[config.mk]
export PLATFORM = sky130hd
export DESIGN_NAME = ym3438_timers
export DESIGN_NICKNAME = d
export VERILOG_FILES = /design/src/rtl/ym3438_pkg.sv /design/src/rtl/ym3438_timer_cnt.sv /design/src/rtl/ym3438_timers.sv
export SDC_FILE = /design/constraint.sdc
export NUM_CORES = 1
export LEC_CHECK = 0
export CAP_MARGIN = 10
export CELL_PAD_IN_SITES_DETAIL_PLACEMENT = 0
export CELL_PAD_IN_SITES_GLOBAL_PLACEMENT = 1
export CORE_ASPECT_RATIO = 0.9
export CORE_MARGIN = 4
export CORE_UTILIZATION = 38
export DETAILED_ROUTE_END_ITERATION = 12
export PLACE_DENSITY_LB_ADDON = 0.1
export SYNTH_ARGS = -nofsm -noshare
export SYNTH_HDL_FRONTEND = slang
export SYNTH_SLANG_ARGS = --single-unit
[constraint.sdc]
create_clock -name MCLK -period 2 [get_ports MCLK]
set_input_delay 0.6 -clock MCLK [delete_from_list [all_inputs] [get_ports MCLK]]
set_output_delay 0.6 -clock MCLK [all_outputs]
set_load 0.01 [all_outputs]
[src/rtl/ym3438_pkg.sv]
// Shared constants for the YM3438 timer block: default widths, reg 0x27 bit
// positions and the channel-3 mode encoding.
package ym3438_pkg;

  localparam int TA_W_DEF   = 10;
  localparam int TB_W_DEF   = 8;
  localparam int TB_PRE_DEF = 16;

  localparam int R27_LOAD_A  = 0;
  localparam int R27_LOAD_B  = 1;
  localparam int R27_EN_A    = 2;
  localparam int R27_EN_B    = 3;
  localparam int R27_RST_A   = 4;
  localparam int R27_RST_B   = 5;
  localparam int R27_MODE_LO = 6;
  localparam int R27_MODE_HI = 7;

  typedef enum logic [1:0] {
    CH3_NORMAL = 2'b00,
    CH3_SPEC   = 2'b01,
    CH3_CSM    = 2'b10,
    CH3_SPEC2  = 2'b11
  } ch3_mode_e;

endpackage

[src/rtl/ym3438_timer_cnt.sv]
// Up-counting timer with preset reload and a sticky status flag. All inputs
// are expected already qualified by the c1 phase enable.
module ym3438_timer_cnt #(
  parameter int W = 8
) (
  input  logic         MCLK,
  input  logic         IC,
  input  logic         step,
  input  logic         load,
  input  logic [W-1:0] preset,
  input  logic         en,
  input  logic         clr,
  output logic         ovf,
  output logic         flag
);

  logic [W-1:0] cnt;

  // A load edge in the same cycle suppresses the overflow entirely.
  assign ovf = step & ~load & (&cnt);

  always_ff @(posedge MCLK or negedge IC) begin
    if (!IC) begin
      cnt  <= '0;
      flag <= 1'b0;
    end else begin
      if (load)
        cnt <= preset;
      else if (step)
        cnt <= ovf ? preset : cnt + W'(1);

      // Setting on overflow wins over the reset strobe.
      if (ovf && en)
        flag <= 1'b1;
      else if (clr)
        flag <= 1'b0;
    end
  end

endmodule

[src/rtl/ym3438_timers.sv]
// YM3438 timer A / timer B block: reg 0x27 control latch, timer B prescaler,
// status flags, IRQ and CSM key-on generation.
module ym3438_timers
  import ym3438_pkg::*;
#(
  parameter int TA_W   = TA_W_DEF,
  parameter int TB_W   = TB_W_DEF,
  parameter int TB_PRE = TB_PRE_DEF
) (
  input  logic            MCLK,
  input  logic            IC,
  input  logic            c1,
  input  logic            timer_ed,
  input  logic [TA_W-1:0] reg_ta,
  input  logic [TB_W-1:0] reg_tb,
  input  logic            reg27_wr,
  input  logic [7:0]      reg27,
  output logic            timer_a,
  output logic            timer_b,
  output logic            irq,
  output logic            csm_kon,
  output logic [1:0]      ch3_mode
);

  localparam int PRE_W = (TB_PRE > 1) ? $clog2(TB_PRE) : 1;
  localparam logic [PRE_W-1:0] PRE_MAX = PRE_W'(TB_PRE - 1);

  logic             load_a_q, load_b_q, en_a_q, en_b_q;
  logic [1:0]       mode_q;
  logic [PRE_W-1:0] pre;

  logic tick, wr;
  logic load_a_edge, load_b_edge;
  logic step_a, step_b;
  logic ovf_a, ovf_b;

  assign tick = c1 & timer_ed;
  assign wr   = c1 & reg27_wr;

  assign load_a_edge = wr & reg27[R27_LOAD_A] & ~load_a_q;
  assign load_b_edge = wr & reg27[R27_LOAD_B] & ~load_b_q;

  assign step_a = tick & load_a_q;
  assign step_b = tick & load_b_q & (pre == PRE_MAX);

  // Control latch; the reset bits are one-shot strobes and are not stored.
  always_ff @(posedge MCLK or negedge IC) begin
    if (!IC) begin
      load_a_q <= 1'b0;
      load_b_q <= 1'b0;
      en_a_q   <= 1'b0;
      en_b_q   <= 1'b0;
      mode_q   <= 2'b00;
    end else if (wr) begin
      load_a_q <= reg27[R27_LOAD_A];
      load_b_q <= reg27[R27_LOAD_B];
      en_a_q   <= reg27[R27_EN_A];
      en_b_q   <= reg27[R27_EN_B];
      mode_q   <= reg27[R27_MODE_HI:R27_MODE_LO];
    end
  end

  always_ff @(posedge MCLK or negedge IC) begin
    if (!IC)
      pre <= '0;
    else if (load_b_edge)
      pre <= '0;
    else if (tick && load_b_q)
      pre <= (pre == PRE_MAX) ? '0 : pre + PRE_W'(1);
  end

  always_ff @(posedge MCLK or negedge IC) begin
    if (!IC)
      csm_kon <= 1'b0;
    else if (c1)
      csm_kon <= ovf_a & (mode_q == CH3_CSM);
  end

  ym3438_timer_cnt #(.W(TA_W)) u_timer_a (
    .MCLK   (MCLK),
    .IC     (IC),
    .step   (step_a),
    .load   (load_a_edge),
    .preset (reg_ta),
    .en     (en_a_q),
    .clr    (wr & reg27[R27_RST_A]),
    .ovf    (ovf_a),
    .flag   (timer_a)
  );

  ym3438_timer_cnt #(.W(TB_W)) u_timer_b (
    .MCLK   (MCLK),
    .IC     (IC),
    .step   (step_b),
    .load   (load_b_edge),
    .preset (reg_tb),
    .en     (en_b_q),
    .clr    (wr & reg27[R27_RST_B]),
    .ovf    (ovf_b),
    .flag   (timer_b)
  );

  assign irq      = timer_a | timer_b;
  assign ch3_mode = mode_q;

endmodule

# Yosys cells after proc, flatten, opt, wreduce, memory -nomap -nowiden
# Cells that the tools add are included.
# Widths: inputs -> output; s select.
word_totals:
  elab_cells: 60
  out_inout_bits: 6
  input_bits: 31
  reg_bits: 31
classes:
  n_reduce_logical: 10
  add_sub_neg: 3
  mux: 13
  n_bitwise: 21
  n_eq_ne: 2
ops:
  columns: ["op", "n"]
  rows:
  - ["$mux 10", 3]
  - ["$mux 8", 3]
  - ["$and 1x1->1", 16]
  - ["$mux 4", 3]
  - ["$add 10x1->10 const B", 1]
  - ["$reduce_and 10->1", 1]
  - ["$reduce_bool 2->1", 5]
  - ["$add 8x1->8 const B", 1]
  - ["$reduce_and 8->1", 1]
  - ["$add 4x1->4 const B", 1]
  - ["$eq 4x4->1 const B", 1]
  - ["$mux 1", 4]
  - ["$not 1->1", 4]
  - ["$logic_and 1x1->1", 3]
  - ["$eq 2x2->1 const B", 1]
  - ["$or 1x1->1", 1]

# Logic depth before layout (Yosys ltp)
logic_depth:
  ltp_word: 9
  mapped_depth: 7
  ltp_nobuf: 6

# Hierarchy
# From an unflattened synthesis, not the netlist that was laid out.
unflattened:
  hier_cells: 179
  area_unflattened_um2: 1764.2
by_module_without_submodules:
  columns: ["mod", "area_each_um2", "cells_per_inst", "seq_area_each_um2", "instances"]
  rows:
  - ["ym3438_timer_cnt at u_timer_a", 670.6, 73, 275.3, 1]
  - ["ym3438_timer_cnt at u_timer_b", 555.5, 60, 225.2, 1]
  - ["ym3438_timers", 538.0, 46, 275.3, 1]

# Worst setup path before layout
# OpenSTA, ideal clock, no wires.
synth_timing:
  path_type: "input port to flip-flop"
  from: "input port c1"
  to: "register u_timer_b.cnt[6]"
  required_time_ns: 1.875
  stages: 7
  arrival_time_ns: 1.804
  path_buffers: 2
  setup_slack_ns: 0.072
  setup_time_ns: 0.125
  path_cell_list: "buf_4 > nand3_1 > or2_1 > clkbuf_2 > or3_1 > a32oi_1 > a21oi_1"
synth_via:
  elab_chain_cells: 9
  word_cells_on_any_way: 13
  classes_between: "mux: 3; bitwise: 9; reduce/logical: 1"
synth_lines:
  columns: ["item", "line_no", "source"]
  rows:
  - ["start, declared", "ym3438_timers.sv:12", "input logic c1,"]
  - ["$and 1x1->1", "ym3438_timers.sv:38", "assign wr = c1 & reg27_wr;"]
  - ["$and 1x1->1 (2 in series)", "ym3438_timers.sv:41", "assign load_b_edge = wr & reg27[R27_LOAD_B] & ~load_b_q;"]
  - ["$not 1->1", "ym3438_timer_cnt.sv:20", "assign ovf = step & ~load & (&cnt);"]
  - ["$and 1x1->1 (2 in series)", "ym3438_timer_cnt.sv:20", null]
  - ["$mux 8", "ym3438_timer_cnt.sv:30", "cnt <= ovf ? preset : cnt + W'(1);"]
  - ["$mux 8", "ym3438_timer_cnt.sv:29", "else if (step)"]
  - ["$mux 8", "ym3438_timer_cnt.sv:27", "if (load)"]
  - ["end signal, assigned", "ym3438_timer_cnt.sv:28", "cnt <= preset;"]
  - ["end signal, assigned", "ym3438_timer_cnt.sv:30", null]
  - ["end, declared", "ym3438_timer_cnt.sv:17", "logic [W-1:0] cnt;"]
# Several ways; a longest one is shown, not always the timed one. The select of a mux whose other input is x is not followed.
# A chain may end at the register's enable or synchronous reset.

# Worst setup path after layout
layout_timing:
  from: "input port reg27_wr"
  to: "register u_timer_a.cnt[0]"
layout_via:
  elab_chain_cells: 9
  word_cells_on_any_way: 10
  classes_between: "mux: 3; bitwise: 6; reduce/logical: 1"
layout_lines:
  columns: ["item", "line_no", "source"]
  rows:
  - ["start, declared", "ym3438_timers.sv:16", "input logic reg27_wr,"]
  - ["$and 1x1->1 (*)", "ym3438_timers.sv:38", null]
  - ["$and 1x1->1 (*) (2 in series)", "ym3438_timers.sv:40", "assign load_a_edge = wr & reg27[R27_LOAD_A] & ~load_a_q;"]
  - ["$not 1->1", "ym3438_timer_cnt.sv:20", null]
  - ["$and 1x1->1 (2 in series)", "ym3438_timer_cnt.sv:20", null]
  - ["$mux 10", "ym3438_timer_cnt.sv:30", null]
  - ["$mux 10", "ym3438_timer_cnt.sv:29", null]
  - ["$mux 10", "ym3438_timer_cnt.sv:27", null]
  - ["end signal, assigned", "ym3438_timer_cnt.sv:28", null]
  - ["end signal, assigned", "ym3438_timer_cnt.sv:30", null]
  - ["end, declared", "ym3438_timer_cnt.sv:17", null]
# Mark *: on every way between the ends. The rest lies on a longest branch, timed or not. The select of a mux whose other input is x is not followed.

==> impl_metrics.env <==
export IMPL_run_status="completed"
export IMPL_cts_tree="built"
export IMPL_cts_made_buffers=5
export IMPL_drc_errors=0
export IMPL_post_layout_nonfiller_instances=314
export IMPL_maximum_number_of_pins_on_one_net_before_global_route_repair=32
export IMPL_first_global_vias=1655
export IMPL_final_nets=287
export IMPL_regToRegSetupSlack_ns=0.18
export IMPL_grt_first_pass_wirelength_mm=7.783
export IMPL_worst_path_max_fanout=4
export IMPL_route_top_layer_used="met4"
export IMPL_cell_chain_critical_path="clkdlybuf4s50_1 > nand2_4 > nor3b_4 > nor2_2 > buf_4 > o311ai_0"
export IMPL_ios=37
export IMPL_report_final_setup_viol=0
export IMPL_htree_num_levels=2
export IMPL_cp_slowest_stage_delay_ns=0.54
export IMPL_avgSynthCellArea_sq_um=9.646
export IMPL_number_of_antenna_repair_diodes=0
export IMPL_yosys_register_bits=31
export IMPL_drt_pre_antenna_iters=4
export IMPL_final_cell_mix="sky130_fd_sc_hd__clkdlybuf4s50_1 (33), sky130_fd_sc_hd__buf_4 (33), sky130_fd_sc_hd__dfrtp_1 (31)"
export IMPL_critical_path_startpoint_type="input pin"
export IMPL_synth_top_flop_cell="sky130_fd_sc_hd__dfrtp_1"
export IMPL_cap_violations=0
export IMPL_synth_warn=0
export IMPL_detailed_place_area_sq_um=2390
export IMPL_clock_skew_final_ns=0.006855
export IMPL_place_congestion=0.8893
export IMPL_critical_path_buf_inv_count=2
export IMPL_syn_nets=213
export IMPL_hold_wc_startpoint="ch3_mode[0]$_DFFE_PN0N_"
export IMPL_final_core_util=0.5921
export IMPL_die_area_sq_um=5688
export IMPL_placed_cells=305
export IMPL_whs_path_depth=1
export IMPL_clock_root_buffer="sky130_fd_sc_hd__clkbuf_8"
export IMPL_routed_via_count=1667
export IMPL_period_share=0.9774
export IMPL_drt_wl_total_mm=4.667
export IMPL_cts_buffer_depth=2
export IMPL_timing_critical_path_required_ns=2.14
export IMPL_post_route_cells_drive_above_1_share=0.2283
export IMPL_netlist_area_sq_um=1727
export IMPL_p_per_area_nw_per_um2=770.2
export IMPL_max_vdd_ir_drop_uv=511.9
export IMPL_area_of_all_placed_cells_without_fillers_sq_um=2510
export IMPL_grt_ovfl_total=0
export IMPL_critPathTopFamily="buffers and inverters"
export IMPL_finalMaxSlewViolations=0
export IMPL_core_region_area_sq_um=4239
export IMPL_max_slew_margin=0.7293
export IMPL_r2r_start="u_timer_b.cnt[4]$_DFFE_PN0P_"
export IMPL_groute_usage_overall=0.1754
export IMPL_final_hold_violation_count=0
export IMPL_finalWorstPathRequiredPeriod_ns=1.955
export IMPL_wl_per_cell_microns=14.86
export IMPL_async_reset_ff_frac=1.000
export IMPL_power_leakage_nw=1.042
export IMPL_port_buffer_count=36
export IMPL_wl_met1_mm=2.419
export IMPL_syn_inst=179
export IMPL_met2_wirelength_mm=1.962
export IMPL_num_rows=22
export IMPL_holdPathEnd="csm_kon$_DFFE_PN0P_"
export IMPL_clock_sinks=31
export IMPL_die_width_microns=79.06
export IMPL_clkTransAtPathRegs_ns=0.06
export IMPL_max_freq_ghz=0.5116
export IMPL_clock_network_latency_to_the_later_pin_of_the_worst_skew_pair_ns=0.28
export IMPL_route_antenna_remaining_nets=0
export IMPL_signed_area_change_from_the_synthesized_netlist_to_the_final_layout_pct=45.36
export IMPL_endpoint_kind="register"
export IMPL_tns_ns=0
export IMPL_post_cts_hold_buffer_count=0
export IMPL_cell_depth_of_the_worst_flop_to_flop_path=5
export IMPL_arrival_ns=2.10
export IMPL_synth_cell_type_count=49
export IMPL_dr_first_iter_drc_count=125
export IMPL_floorplan_die_height_microns=71.95
export IMPL_worst_slew_pin_transition_ns=0.4061
export IMPL_setup_worst_path_class="in2reg"
export IMPL_route_detailed_vias_per_inst=5.309
export IMPL_hold_path_class="reg2reg"
export IMPL_met3RoutedLength_microns=243
export IMPL_rr_endpoint="u_timer_b.cnt[7]$_DFFE_PN0P_"
export IMPL_start_util=0.4073
export IMPL_synth_enable_flop_cells=0
export IMPL_detailedPlacementHpwl_mm=3.560
export IMPL_critical_path_slowest_cell="sky130_fd_sc_hd__clkdlybuf4s50_1"
export IMPL_synth_seq_area_share=0.4493
export IMPL_fin_worst_hold_slack_ns=0.5027
export IMPL_initial_antenna_violation_count=0
## routing by layer
layer,vias to the layer above,global-route usage
met2,48,0.2486
met1,778,0.2559
met3,5,0.05707
met4,0,0.04771
met5,-,0
li1,836,-
## through the flow
stage          total power (W)  setup slack [ns]
6_report              0.001933           0.04519
5_1_grt               0.002062         -0.005620
4_1_cts               0.001948           0.03385
3_5_place_dp          0.001393           -0.4758
3_3_place_gp          0.001365           -0.4147
2_1_floorplan         0.001160           0.07163
## registers in the layout, summed over array words and instances (netlist names)
name / count
u_timer_b.flag: 1
u_timer_b.cnt: 8
load_a_q: 1
en_a_q: 1
csm_kon: 1
ch3_mode: 2
u_timer_a.flag: 1
pre: 4
en_b_q: 1
load_b_q: 1
u_timer_a.cnt: 10
## report_power, final
part	leakage [nW]	internal [W]	switching [W]
clock network	0.0515	0.000314	0.000230
registers	0.384	0.000769	0.000169
logic	0.606	0.000257	0.000194
total	1.04	0.00134	0.000593
## cell families after synthesis
group	Yosys count	share of synthesized area
buffers and inverters	6	0.01594
adder cells (fa/ha/maj)	3	0.02174
multiplexers	9	0.05652
AND/OR/NAND/NOR	82	0.2565
flip-flops	31	0.4493
XOR/XNOR	3	0.01522
AO/OA/AOI/OAI	45	0.1848
## layout make-up
cell class                 count  area [sq um]
timing repair buffer          69         604.3
multi-input combinational    142         939.7
sequential                    31         775.7
fill                         402          1729
clock buffer                   8         100.1
tap                           60         75.07
inverter                       4         15.01
## worst max-delay path by stage
stage,endpoint,cells after the start,start,slack (ns)
finish,u_timer_a.cnt[0]$_DFFE_PN0P_,6,reg27_wr,0.05
global route,u_timer_a.cnt[0]$_DFFE_PN0P_,6,reg27_wr,-0.006
floorplan,u_timer_b.cnt[6]$_DFFE_PN0P_,7,c1,0.07
global placement,u_timer_a.cnt[9]$_DFFE_PN0P_,6,c1,-0.41
detailed placement,u_timer_a.cnt[9]$_DFFE_PN0P_,6,c1,-0.48
CTS,u_timer_b.cnt[2]$_DFFE_PN0P_,5,reg27_wr,0.03
## cells in the mapped netlist (2+ instances only)
cell	instances	share of area
sky130_fd_sc_hd__dfrtp_1	31	0.45
sky130_fd_sc_hd__nand2_1	22	0.048
sky130_fd_sc_hd__nor2_1	16	0.035
sky130_fd_sc_hd__nand3_1	13	0.038
sky130_fd_sc_hd__a21oi_1	10	0.029
sky130_fd_sc_hd__o21ai_0	9	0.026
sky130_fd_sc_hd__mux2_2	6	0.039
sky130_fd_sc_hd__nand4_1	5	0.018
sky130_fd_sc_hd__a211oi_1	4	0.017
sky130_fd_sc_hd__inv_1	4	0.0087
sky130_fd_sc_hd__a32o_1	3	0.017
sky130_fd_sc_hd__and3_1	3	0.011
sky130_fd_sc_hd__ha_1	3	0.022
sky130_fd_sc_hd__mux2i_1	3	0.017
sky130_fd_sc_hd__nor3_1	3	0.0087
sky130_fd_sc_hd__nor4_1	3	0.011
sky130_fd_sc_hd__o32ai_1	3	0.015
sky130_fd_sc_hd__a221o_1	2	0.012
sky130_fd_sc_hd__a32oi_1	2	0.010
sky130_fd_sc_hd__and4_1	2	0.010
sky130_fd_sc_hd__nand4b_1	2	0.010
sky130_fd_sc_hd__o311ai_0	2	0.010
sky130_fd_sc_hd__xor2_1	2	0.010
## repair_timing
item,CTS,global route
endpoints found under the setup margin,17,3
gates resized for setup,5,2
buffers inserted,0,1
Note: power is estimated with default switching activity, not from simulation.
